### src/rtl/spi_regfile.sv
// SPI mode-0 peripheral giving a host read/write access to NUM_REGS x DATA_W registers; inputs oversampled on clk.
// Optional rejected-frame status register at address NUM_REGS is enabled by defining SPI_REGFILE_STATUS_EN.
module spi_regfile #(
  parameter int                NUM_REGS  = 5,
  parameter int                DATA_W    = 8,
  parameter int                ADDR_W    = 7,
  parameter logic [DATA_W-1:0] RESET_VAL = '0
) (
  input  logic                       clk,
  input  logic                       rst,
  input  logic                       sclk,
  input  logic                       ncs,
  input  logic                       copi,
  output logic                       cipo,
  output logic                       cipo_oe,
  output logic [NUM_REGS*DATA_W-1:0] regs_flat,
  output logic [NUM_REGS-1:0]        wr_strobe
);
  localparam int FRAME = 1 + ADDR_W + DATA_W;
  localparam int CNT_W = $clog2(FRAME + 1);

  typedef enum logic [2:0] {S_IDLE, S_CMD, S_ADDR, S_DATA, S_DONE} state_t;

  state_t              state_q, state_d;
  logic [2:0]          sclk_sync_q, sclk_sync_d;
  logic [2:0]          ncs_sync_q, ncs_sync_d;
  logic [1:0]          copi_sync_q, copi_sync_d;
  logic [CNT_W-1:0]    cnt_q, cnt_d;
  logic                rw_q, rw_d;
  logic                ovr_q, ovr_d;
  logic [ADDR_W-1:0]   addr_q, addr_d;
  logic [ADDR_W-1:0]   addr_shift;
  logic [DATA_W-1:0]   wdata_q, wdata_d;
  logic [DATA_W-1:0]   rdata_q, rdata_d;
  logic [DATA_W-1:0]   rd_word;
  logic                cipo_q, cipo_d;
  logic                cipo_oe_q, cipo_oe_d;
  logic [DATA_W-1:0]   regs_q [NUM_REGS];
  logic [DATA_W-1:0]   regs_d [NUM_REGS];
  logic [NUM_REGS-1:0] wr_strobe_q, wr_strobe_d;
  logic                sclk_rise, sclk_fall, ncs_rise, ncs_fall, copi_s;
  logic                frame_end, valid_len;

  assign sclk_sync_d = {sclk_sync_q[1:0], sclk};
  assign ncs_sync_d  = {ncs_sync_q[1:0], ncs};
  assign copi_sync_d = {copi_sync_q[0], copi};
  assign sclk_rise   = sclk_sync_q[1] & ~sclk_sync_q[2];
  assign sclk_fall   = ~sclk_sync_q[1] & sclk_sync_q[2];
  assign ncs_rise    = ncs_sync_q[1] & ~ncs_sync_q[2];
  assign ncs_fall    = ~ncs_sync_q[1] & ncs_sync_q[2];
  assign copi_s      = copi_sync_q[1];
  assign addr_shift  = (addr_q << 1) | ADDR_W'(copi_s);
  assign valid_len   = (cnt_q == CNT_W'(FRAME)) && !ovr_q;

`ifdef SPI_REGFILE_STATUS_EN
  logic [DATA_W-1:0] rej_cnt_q, rej_cnt_d;

  always_comb begin
    rej_cnt_d = rej_cnt_q;
    if (frame_end) begin
      if (!valid_len || (rw_q && addr_q > ADDR_W'(NUM_REGS))) begin
        if (rej_cnt_q != '1) rej_cnt_d = rej_cnt_q + DATA_W'(1);
      end else if (rw_q && addr_q == ADDR_W'(NUM_REGS)) begin
        rej_cnt_d = '0;
      end
    end
  end

  always_ff @(posedge clk or posedge rst) begin
    if (rst) rej_cnt_q <= '0;
    else     rej_cnt_q <= rej_cnt_d;
  end
`endif

  // Read word for the full address formed on the last address-bit edge.
  always_comb begin
    rd_word = '0;
    for (int i = 0; i < NUM_REGS; i++) begin
      if (addr_shift == ADDR_W'(i)) rd_word = regs_q[i];
    end
`ifdef SPI_REGFILE_STATUS_EN
    if (addr_shift == ADDR_W'(NUM_REGS)) rd_word = rej_cnt_q;
`endif
  end

  always_comb begin
    state_d   = state_q;
    cnt_d     = cnt_q;
    rw_d      = rw_q;
    ovr_d     = ovr_q;
    addr_d    = addr_q;
    wdata_d   = wdata_q;
    rdata_d   = rdata_q;
    cipo_d    = cipo_q;
    frame_end = 1'b0;
    if (ncs_fall) begin
      // New frame, or abort of an unfinished one: nothing is committed.
      state_d = S_CMD;
      cnt_d   = '0;
      rw_d    = 1'b0;
      ovr_d   = 1'b0;
      addr_d  = '0;
      wdata_d = '0;
      rdata_d = '0;
    end else begin
      case (state_q)
        S_IDLE: ;
        S_DONE: state_d = S_IDLE;
        default: begin
          if (ncs_rise) begin
            frame_end = 1'b1;
            state_d   = S_DONE;
          end else if (sclk_rise) begin
            if (cnt_q == CNT_W'(FRAME)) ovr_d = 1'b1;
            else                        cnt_d = cnt_q + CNT_W'(1);
            case (state_q)
              S_CMD: begin
                rw_d    = copi_s;
                state_d = S_ADDR;
              end
              S_ADDR: begin
                addr_d = addr_shift;
                if (cnt_q == CNT_W'(ADDR_W)) begin
                  rdata_d = rd_word;
                  state_d = S_DATA;
                end
              end
              S_DATA: if (rw_q) wdata_d = (wdata_q << 1) | DATA_W'(copi_s);
              default: ;
            endcase
          end else if (sclk_fall && state_q == S_DATA && !rw_q) begin
            cipo_d  = rdata_q[DATA_W-1];
            rdata_d = rdata_q << 1;
          end
        end
      endcase
    end
    cipo_oe_d = (state_d == S_DATA) && !rw_d;
    if (!cipo_oe_d) cipo_d = 1'b0;
  end

  always_comb begin
    regs_d      = regs_q;
    wr_strobe_d = '0;
    if (frame_end && valid_len && rw_q) begin
      for (int i = 0; i < NUM_REGS; i++) begin
        if (addr_q == ADDR_W'(i)) begin
          regs_d[i]      = wdata_q;
          wr_strobe_d[i] = 1'b1;
        end
      end
    end
  end

  always_ff @(posedge clk or posedge rst) begin
    if (rst) begin
      state_q     <= S_IDLE;
      sclk_sync_q <= '0;
      ncs_sync_q  <= '1;
      copi_sync_q <= '0;
      cnt_q       <= '0;
      rw_q        <= 1'b0;
      ovr_q       <= 1'b0;
      addr_q      <= '0;
      wdata_q     <= '0;
      rdata_q     <= '0;
      cipo_q      <= 1'b0;
      cipo_oe_q   <= 1'b0;
      wr_strobe_q <= '0;
      for (int i = 0; i < NUM_REGS; i++) regs_q[i] <= RESET_VAL;
    end else begin
      state_q     <= state_d;
      sclk_sync_q <= sclk_sync_d;
      ncs_sync_q  <= ncs_sync_d;
      copi_sync_q <= copi_sync_d;
      cnt_q       <= cnt_d;
      rw_q        <= rw_d;
      ovr_q       <= ovr_d;
      addr_q      <= addr_d;
      wdata_q     <= wdata_d;
      rdata_q     <= rdata_d;
      cipo_q      <= cipo_d;
      cipo_oe_q   <= cipo_oe_d;
      wr_strobe_q <= wr_strobe_d;
      regs_q      <= regs_d;
    end
  end

  for (genvar g = 0; g < NUM_REGS; g++) begin : g_flat
    assign regs_flat[g*DATA_W +: DATA_W] = regs_q[g];
  end

  assign cipo      = cipo_q;
  assign cipo_oe   = cipo_oe_q;
  assign wr_strobe = wr_strobe_q;
endmodule

### config.mk
export PLATFORM = sky130hd
export DESIGN_NAME = spi_regfile
export DESIGN_NICKNAME = d
export VERILOG_FILES = /design/src/rtl/spi_regfile.sv
export SDC_FILE = /design/constraint.sdc
export NUM_CORES = 1
export LEC_CHECK = 0
export ABC_AREA = 1
export CORE_AREA = 3 3 142 89
export CTS_CLUSTER_DIAMETER = 40
export DETAILED_ROUTE_END_ITERATION = 7
export DIE_AREA = 0 0 145 92
export SLEW_MARGIN = 20
export SYNTH_ARGS = -nofsm -noshare
export SYNTH_HDL_FRONTEND = slang
export SYNTH_SLANG_ARGS = --single-unit
### constraint.sdc
create_clock -name clk -period 2.7 [get_ports clk]
set_input_delay 0.54 -clock clk [delete_from_list [all_inputs] [get_ports clk]]
set_output_delay 0.54 -clock clk [all_outputs]
set_load 0.005 [all_outputs]
==> results of run 1 <==
## cells in the final DEF (no fill, tap or decap), drive strengths merged, types with 2 or more instances in the layout
cell type	n
o21ai	69
clkbuf	11
a21oi	10
nor2	55
dfrtp	85
clkdlybuf4s50	51
ha	2
nand3	58
o21bai	8
nor3	8
buf	4
clkinvlp	3
dfstp	3
nand2	98
nor4	4
inv	56
## routing by layer
| metal | vias up | GRT usage [%] |
|---|---|---|
| li1 | 1654 | - |
| met1 | 1594 | 25.0 |
| met2 | 153 | 21.9 |
| met3 | 11 | 6.32 |
| met4 | 0 | 4.43 |
| met5 | - | 0 |
## how the worst max path moves through the flow
stage	start	to	slack [ns]	cells past startpoint
floorplan	ncs_sync_q[1]$_DFF_PP1_	regs_flat[0]$_DFFE_PP0P_	0.99	8
global placement	ncs_sync_q[1]$_DFF_PP1_	rdata_q[1]$_DFFE_PP0P_	0.47	9
detailed placement	ncs_sync_q[1]$_DFF_PP1_	rdata_q[7]$_DFFE_PP0P_	0.33	9
CTS	ncs_sync_q[1]$_DFF_PP1_	rdata_q[7]$_DFFE_PP0P_	0.32	9
global route	ncs_sync_q[1]$_DFF_PP1_	rdata_q[4]$_DFFE_PP0P_	0.01	9
finish	ncs_sync_q[1]$_DFF_PP1_	rdata_q[7]$_DFFE_PP0P_	0.30	9
## through the flow
| step | util, % | cells | hold slack [ns] | worst slack, ns |
|---|---|---|---|---|
| after global placement | 41.1 | 676 | 0.342 | 0.470 |
| after detailed placement | 41.1 | 676 | 0.348 | 0.330 |
| after global routing | 43.9 | 691 | 0.372 | 0.0139 |
| after CTS | 43.9 | 691 | 0.361 | 0.315 |
| after floorplan | - | 472 | 0.331 | 0.986 |
| final | 43.9 | 691 | 0.355 | 0.297 |
## cell type report
type / instances / area, um2
fillers: 1091 / 6340
clock inverters: 4 / 53.8
clock buffers: 11 / 253
multi-input cells: 316 / 1470
well taps: 160 / 200
inverters: 57 / 218
repair buffers: 55 / 553
flip-flops and latches: 88 / 2210
## logic make-up after synthesis
group	count (synthesis)	synth area share, %
AOI/OAI and AO/OA	89	11.9
and+or+nand+nor	225	24.5
DFF	88	55.6
adders and majority gates	2	0.631
buffers and inverters	68	7.38
## sequential cells by signal, indices dropped and copies added (netlist names), 2 cells and up
register     count
cnt_q            5
wr_strobe        5
wdata_q          8
addr_q           7
sclk_sync_q      3
copi_sync_q      2
regs_flat       40
ncs_sync_q       3
rdata_q          8
state_q          3
## power groups by stage
stage | Combinational [mW] | Sequential, mW | Clock [mW]
2_1_floorplan | 0.149 | 1.42 | 0
5_1_grt | 0.236 | 1.41 | 1.36
3_3_place_gp | 0.192 | 1.43 | 0
4_1_cts | 0.203 | 1.41 | 1.31
6_report | 0.203 | 1.41 | 1.28
3_5_place_dp | 0.203 | 1.43 | 0
## critical path: stages, from the launching register on
cell and delay [ns]:
dfstp_2 0.53, inv_1 0.07, nand2_2 0.27, inv_1 0.29, nor2_1 0.46, nand2_1 0.13
nand3_2 0.19, inv_1 0.15, nor2_1 0.13, a21oi_1 0.05
==> metrics.md, run 1 <==
| Metric | Value |
|---|---|
| Run status | `completed` |
| Per-cell routed wire length | `around 15 um` |
| Post-synth EDFFs | `0` |
| Post-route cell area | `0.00495 mm2` |
| M1 WL | `~5300 um` |
| Sw Share | `23.8%` |
| Syn Area/Cell | `between 8 and 9 um2` |
| CP Max Fanout | `17` |
| Synth cell count leaders | `97 x nand2_1, 85 x dfrtp_1, 69 x o21ai_0` |
| Syn Inst Count | `between 400 and 500` |
| DIE AREA | `approximately 0.013 mm2` |
| FF+latch count, synth | `just under 90` |
| Layout area overhead | `24.9%` |
| Setup_tns | `0 ns` |
| Clk pwr share | `44.2%` |
| Die Ht | `~92 um` |
| Critical Path End Type | `flop` |
| Hold path endpoint | `sclk_sync_q[1]$_DFF_PP0_` |
| Share of post-route cells with drive strength above 1 | `approximately 5.3%` |
| Synth top area share | `between 50% and 60%` |
| Clock buffer depth | `2` |
| Top post-synthesis cells by area | `dfrtp_1 54%, nand2_1 9.2%, o21ai_0 8.7%` |
| Worst slew pin tran | `roughly 0.68 ns` |
| Reg2Reg Setup Slack | `0.30 ns` |
| Ys async rst share | `100%` |
| PD cells | `just under 600 mW/mm2` |
| Count of cell types in the netlist | `23` |
| DRT antenna net count | `0` |
| Psw | `roughly 0.69 mW` |
| Register clock-pin slew on the reported worst setup and hold paths | `about 0.06 ns` |
| GRT Util Overall | `16.6%` |
| Number of synthesis warnings | `0` |
| Seq pwr share | `about half` |
| CTS tree | `built` |
| DR pass1 iterations | `5` |
| Area post-placement | `0.00465 mm2` |
| Worst Reg-to-Reg Cells | `9` |
| Post-Syn Nets | `about 480` |
| Total power | `2.89 mW` |
| CP Data Required Time | `approximately 2.9 ns` |
| Power Internal | `2.20 mW` |
| Worst min-delay path class | `flop to flop` |
| Total core area | `0.0113 mm2` |
| Peak Freq | `between 0.4 and 0.5 GHz` |
| DR vias/cell | `4.94` |
| Die width | `about 150 um` |
| Fin. max-slew vios | `0` |
| # hold bufs at CTS | `0` |
| Setup Skew | `0.00718 ns` |
| Kind of critical path | `flop to flop` |
| Final hold violations | `0` |
| Total Nets Final | `~530` |
| Highest metal used | `met4` |
| Pin count of the biggest net entering global routing | `between 40 and 50` |
| Total CTS buffers | `9` |
| Setup repair bufs after CTS | `0` |
| Vias post-DR | `3412` |
| Reg-to-Reg Start | `ncs_sync_q[1]$_DFF_PP1_` |
| Final setup vio count | `0` |
| Comb pwr share | `under 10%` |
| Routed wire length | `around 11000 um` |
| Clock sink count | `between 80 and 90` |
| # rows | `30` |
| Critical path arrival | `approximately 2.6 ns` |
| Cell with the most instances after synthesis | `nand2_1` |
| Placer congestion estimate | `about 0.85` |
| Largest area contributor in the netlist | `dfrtp_1` |
| WHS Path Cells | `0` |
| Port bufs | `51` |
| First-pass GRT wire length | `17400 um` |
| Initial antenna violation count | `0` |
| Synth Flop Type | `dfrtp_1` |
| Worst-skew pair later-pin latency | `between 0.3 and 0.4 ns` |
| RSZ-0062 raised after global routing | `false` |
| Htree depth | `3` |
| I/O pins | `52` |
| Post-Syn Area | `roughly 0.004 mm2` |
| RR Endpoint | `rdata_q[7]$_DFFE_PP0P_` |
| Worst min-delay path startpoint | `sclk_sync_q[0]$_DFF_PP0_` |
| Initial Util | `between 30% and 40%` |
| Max_cap viols | `0` |
| Slew margin rel. | `between 50 and 60%` |
| Post_cts resized | `0` |
| Sequential-to-total area share from yosys stat | `between 50% and 60%` |
| CTS Root Cell | `clkbuf_16` |
| VDD IR max | `0.000354 V` |
| DP Wirelength | `7560 um` |
| Leakage | `between 2 and 2.5 nW` |
| First DRT Iteration DRCs | `between 400 and 500` |
| Gr ovfl total | `0` |
| Antenna Cells | `0` |
| WL met3 | `1040 um` |
| Met2 routed WL | `4160 um` |
| Vias in the first global route | `about 3200` |
| Setup crit start kind | `flop` |
| DRC Markers | `0` |
| Final min period | `around 2.4 ns` |
| Period utilization | `about 89%` |
Power figures use the tool's default switching activity.
==> inputs of run 2 (changes only) <==
- REMOVE_ABC_BUFFERS: default -> 1
- SLEW_MARGIN: 20 -> default
==> run 2 against run 1 <==
Via count down 0.15%. First-iteration DRC count down 8.6%. Final cell count up 0.29%. Fmax up 7.2%. Wire length down 1.9%. Critical path type unchanged.
==> metrics.md, run 2 (synthesis results as in run 1) <==
| Metric | Value |
|---|---|
| # fillers | `around 1100` |
| Setup repair bufs after CTS | `0` |
| Met2 routed WL | `~4300 um` |
| GRT Util Overall | `16.3%` |
| CP startpoint | `ncs_sync_q[2]$_DFF_PP1_` |
| Period utilization | `83.1%` |
| DR pass1 iterations | `6` |
| Worst-skew pair later-pin latency | `around 0.34 ns` |
| Post-route cell area | `0.00502 mm2` |
| Max FFs per register | `40` |
| Setup crit start kind | `flop` |
| First DRT Iteration DRCs | `370` |
| Critical path arrival | `roughly 2.5 ns` |
| DP Wirelength | `~7400 um` |
| Routed wire length | `approximately 10000 um` |
| Max_cap viols | `0` |
| CTS Root Cell | `clkbuf_16` |
| RSZ-0062 raised after global routing | `false` |
| Placer congestion estimate | `~0.85` |
| Highest metal used | `met4` |
| Die Ht | `92 um` |
| Antenna Cells | `0` |
| Comb pwr share | `~6.5%` |
| CTS tree | `built` |
| Reg-to-Reg Start | `ncs_sync_q[2]$_DFF_PP1_` |
| Run status | `completed` |
| Vias in the first global route | `3222` |
| Register clock-pin slew on the reported worst setup and hold paths | `roughly 0.060 ns` |
| Worst min-delay path startpoint | `copi_sync_q[0]$_DFF_PP0_` |
| Final non-filler cell total | `roughly 700` |
| Clock sink count | `just under 90` |
| CP Data Required Time | `around 3 ns` |
| DR vias/cell | `slightly below 5` |
| First-pass GRT wire length | `17200 um` |
| Gr ovfl total | `0` |
| Critical Path End Type | `flop` |
| Worst min-delay path class | `flop to flop` |
| Htree depth | `3` |
| # rows | `30` |
| Setup_tns | `0 ns` |
| Total power | `~3.1 mW` |
| Peak Freq | `around 0.45 GHz` |
| DIE AREA | `around 0.013 mm2` |
| Sw Share | `between 20 and 25%` |
| Post_cts resized | `0` |
| Most frequent cells in the layout | `97 x nand2_1, 85 x dfrtp_1, 69 x o21ai_0` |
| Placed Cells | `between 600 and 700` |
| Total core area | `around 0.011 mm2` |
| Initial antenna violation count | `0` |
| Kind of critical path | `flop to flop` |
| Layout area overhead | `26.5%` |
| Vias post-DR | `around 3400` |
| Most common cell after layout, fill and taps aside | `nand2_1` |
| # hold bufs at CTS | `0` |
| DRT antenna net count | `0` |
| Area post-placement | `between 0.004 and 0.005 mm2` |
| Pin count of the biggest net entering global routing | `44` |
| DRC Markers | `0` |
| Die width | `145 um` |
| Seq pwr share | `a little under half` |
| Port bufs | `51` |
| Power Internal | `approximately 2.4 mW` |
| Psw | `~0.7 mW` |
| Final setup vio count | `0` |
| VDD IR max | `~0.00034 V` |
| Fin. max-slew vios | `0` |
| Final hold violations | `0` |
| M1 WL | `around 5300 um` |
| Clk pwr share | `48.2%` |
| Worst slew pin tran | `around 0.73 ns` |
| Setup Skew | `about 0.0089 ns` |
| Final min period | `approximately 2.2 ns` |
| CP Max Fanout | `17` |
| PD cells | `between 600 and 700 mW/mm2` |
| Share of post-route cells with drive strength above 1 | `5.63%` |
| Per-cell routed wire length | `approximately 15 um` |
| Clock buffer depth | `2` |
| Total Nets Final | `about 540` |
| Leakage | `around 2.4 nW` |
| Total CTS buffers | `9` |
| Slew margin rel. | `between 50% and 60%` |
| Initial Util | `35.1%` |
| WL met3 | `813 um` |
| I/O pins | `between 50 and 60` |
## run 2: power groups by stage
stage                     registers [mW]  clock network (mW)  logic (mW)
after CTS                           1.40                1.52       0.204
after floorplan                     1.42                   0       0.147
after global placement              1.43                   0       0.196
after global routing                1.41                1.57       0.237
after detailed placement            1.43                   0       0.203
final                               1.40                1.50       0.202
## run 2: worst paths after layout
path / endpoint / slack, ns / cells after the start
setup reg to reg: rdata_q[7]$_DFFE_PP0P_ / 0.46 / 9
min in group asynchronous: rdata_q[1]$_DFFE_PP0P_ / 0.50 / 2
hold reg to reg: copi_sync_q[1]$_DFF_PP0_ / 0.35 / 0
max in group asynchronous: ncs_sync_q[0]$_DFF_PP1_ / 1.57 / 3
setup / recovery: rdata_q[7]$_DFFE_PP0P_ / 0.46 / 9
hold / removal: copi_sync_q[1]$_DFF_PP0_ / 0.35 / 0
## run 2: cell type report
class | instances | area (um2) | share of cell area [%]
repair buffers | 56 | 561 | 11.2
clock inverters | 4 | 98.8 | 1.97
clock buffers | 12 | 267 | 5.31
well taps | 160 | 200 | 3.99
inverters | 57 | 215 | 4.29
multi-input cells | 316 | 1470 | 29.3
flip-flops and latches | 88 | 2210 | 44.0
## run 2: critical path, cell delays in order (launching register included)
cell and delay, ns:
dfstp_2 0.56, nand2_2 0.21, inv_1 0.44, nor2_1 0.08
buf_4 0.18, nand2_1 0.08, nand3_2 0.17, inv_1 0.23
nor2_1 0.07, a21oi_1 0.13
## run 2: metrics by stage
step	utilization (%)	setup WS [ns]	hold slack, ns
CTS	44.4	0.463	0.353
floorplan	-	-0.114	0.331
global placement	41.2	0.558	0.338
global route	44.4	0.213	0.356
detailed placement	41.2	0.503	0.339
finish	44.4	0.457	0.349
## run 2: routing by layer
metal / up-vias / global-route usage (%)
li1: 1647 / -
met1: 1635 / 24.5
met2: 117 / 22.5
met3: 8 / 5.68
met4: 0 / 3.08
met5: - / 0
==> inputs of run 3 (changes only) <==
- clock period: 2.7 -> 2.29 ns (I/O delays scaled with it)
==> run 3 against run 2 <==
Via count rose by 0.65%. Hold slack barely moved. Non-clock buffer count rose by 10. Worst setup slack got worse by 0.15 ns.
==> metrics.md, run 3 (synthesis results as in run 1) <==
| Metric | Value |
|---|---|
| Kind of critical path | `flop to flop` |
| Slew margin rel. | `about three fifths` |
| Critical path arrival | `2.20 ns` |
| Critical Path End Type | `flop` |
| Final hold violations | `0` |
| Leakage | `roughly 2.4 nW` |
| Die width | `145 um` |
| Final min period | `1.99 ns` |
| Most frequent cells in the layout | `97 x nand2_1, 85 x dfrtp_1, 69 x o21ai_0` |
| Max_cap viols | `0` |
| RR Endpoint | `regs_flat[30]$_DFFE_PP0P_` |
| RSZ-0062 raised after global routing | `false` |
| Antenna Cells | `0` |
| Fin. max-slew vios | `0` |
| Cell depth of the worst setup path | `7` |
| CTS Root Cell | `clkbuf_16` |
| DIE AREA | `between 0.01 and 0.015 mm2` |
| Worst Reg-to-Reg Cells | `7` |
| Total CTS buffers | `9` |
| Pin count of the biggest net entering global routing | `33` |
| Initial antenna violation count | `0` |
| Reg2Reg Setup Slack | `slightly above 0.3 ns` |
| Crit path max-delay family | `simple AND/OR/NAND/NOR gates` |
| I/O pins | `52` |
| CP Max Fanout | `16` |
| Vias post-DR | `3429` |
| Share of post-route cells with drive strength above 1 | `7.37%` |
| Reg-to-Reg Start | `ncs_sync_q[1]$_DFF_PP1_` |
| Gr ovfl total | `0` |
| Pre-CTS WS | `between 0.3 and 0.4 ns` |
| Per-cell routed wire length | `15.2 um` |
| Register clock-pin slew on the reported worst setup and hold paths | `about 0.06 ns` |
| First DRT Iteration DRCs | `between 200 and 300` |
| Routed wire length | `10700 um` |
| Placer congestion estimate | `around 0.86` |
| CP most frequent cell | `nand2_1` |
| CP Data Required Time | `about 2.5 ns` |
| Total core area | `between 0.01 and 0.015 mm2` |
| Setup repair bufs after CTS | `0` |
| Slowest CP cell | `dfstp_2` |
| Max FFs per register | `40` |
| Critical Path Sink | `regs_flat[30]$_DFFE_PP0P_` |
| DR vias/cell | `approximately 4.9` |
| CP startpoint | `ncs_sync_q[1]$_DFF_PP1_` |
| Die Ht | `just over 90 um` |
| Period utilization | `slightly below 90%` |
| DRC Markers | `0` |
| Post_cts resized | `0` |
| Buf/Inv on CP | `1` |
| DRT antenna net count | `0` |
| Worst min-delay path class | `flop to flop` |
| CTS tree | `built` |
| First-pass GRT wire length | `between 15000 and 20000 um` |
| Layout area overhead | `27.0%` |
| GRT Util Overall | `17.2%` |
| Htree depth | `3` |
| # rows | `30` |
| Most common cell after layout, fill and taps aside | `nand2_1` |
| VDD IR max | `0.000336 V` |
| Clock sink count | `88` |
| Vias in the first global route | `~3400` |
| Worst-skew pair later-pin latency | `between 0.3 and 0.4 ns` |
| Setup crit start kind | `flop` |
| Setup Skew | `~0.0076 ns` |
| Run status | `completed` |
| DP Wirelength | `7640 um` |
| DR pass1 iterations | `5` |
| Clock buffer depth | `2` |
| Worst-path cell chain | `inv_1 > nor2_4 > nand2_1 > nor4_4 > nand2_1 > nand2_1 > o21ai_0` |
| # fillers | `between 1000 and 1500` |
| Final WS setup | `just over 0.3 ns` |
| Total Nets Final | `~550` |
| CP peak stage delay | `between 0.5 and 0.6 ns` |
| Port bufs | `51` |
| Final setup vio count | `0` |
| Total power | `about 3.4 mW` |
| # hold bufs at CTS | `0` |
| Initial Util | `around a third` |
| Peak Freq | `between 0.5 and 0.6 GHz` |
| Worst slew pin tran | `roughly 0.6 ns` |
| PD cells | `between 600 and 700 mW/mm2` |
-- run 3: cell count changes in the layout (fill, tap and decap cells not counted), sizes merged --
cell,before,now
bufinv,3,1
inv,56,57
clkinvlp,0,3
clkinv,2,3
clkbuf,12,9
buf,5,15
-- run 3: power by group --
| group | internal (mW) | total [mW] | leakage (nW) | switching [mW] |
|---|---|---|---|---|
| Combinational | 0.0867 | 0.253 | 1.07 | 0.166 |
| Clock | 0.844 | 1.47 | 0.138 | 0.624 |
| Sequential | 1.62 | 1.66 | 1.19 | 0.0404 |
| Total | 2.55 | 3.38 | 2.40 | 0.830 |
-- run 3: per-layer routing --
| metal | GRT usage, % | part of all wire, % | vias up |
|---|---|---|---|
| li1 | - | - | 1675 |
| met1 | 25.0 | 49 | 1654 |
| met5 | 0 | 0 | - |
| met2 | 24.9 | 42 | 91 |
| met3 | 6.02 | 8.1 | 9 |
| met4 | 3.40 | 1.0 | 0 |
-- run 3: area by class of cell --
type                       instances  area [um2]  area share (%)
multi-input combinational        316        1470            29.2
timing repair buffer              66         648            12.9
tap                              160         200            3.97
clock inverter                     7        71.3            1.42
inverter                          57         215            4.27
sequential                        88        2210            43.8
clock buffer                       9         225            4.47
-- run 3: per-stage QoR --
step | std cells | instance area [um2] | TNS, ns | utilization, % | hold slack (ns)
global placement | 687 | 4740 | 0 | 42.0 | 0.337
detailed placement | 687 | 4740 | 0 | 42.0 | 0.339
CTS | 703 | 5040 | 0 | 44.6 | 0.353
finish | 703 | 5040 | 0 | 44.6 | 0.350
global route | 703 | 5040 | 0 | 44.6 | 0.366
floorplan | 461 | 3890 | -39.54 | - | 0.331
-- run 3: worst min path at each step --
stage	startpoint	to	slack (ns)	cells past startpoint
final	copi_sync_q[0]$_DFF_PP0_	copi_sync_q[1]$_DFF_PP0_	0.35	0
after global routing	ncs_sync_q[0]$_DFF_PP1_	ncs_sync_q[1]$_DFF_PP1_	0.37	0
after CTS	copi_sync_q[0]$_DFF_PP0_	copi_sync_q[1]$_DFF_PP0_	0.35	0
after detailed placement	copi_sync_q[0]$_DFF_PP0_	copi_sync_q[1]$_DFF_PP0_	0.34	0
after global placement	copi_sync_q[0]$_DFF_PP0_	copi_sync_q[1]$_DFF_PP0_	0.34	0
after floorplan	copi_sync_q[0]$_DFF_PP0_	copi_sync_q[1]$_DFF_PP0_	0.33	0
-- run 3: worst reg2reg max path, cell delays in order, from the launching register on --
cell	delay, ns
dfstp_2	0.53
inv_1	0.08
nor2_4	0.15
nand2_1	0.11
nor4_4	0.34
nand2_1	0.38
nand2_1	0.16
o21ai_0	0.10
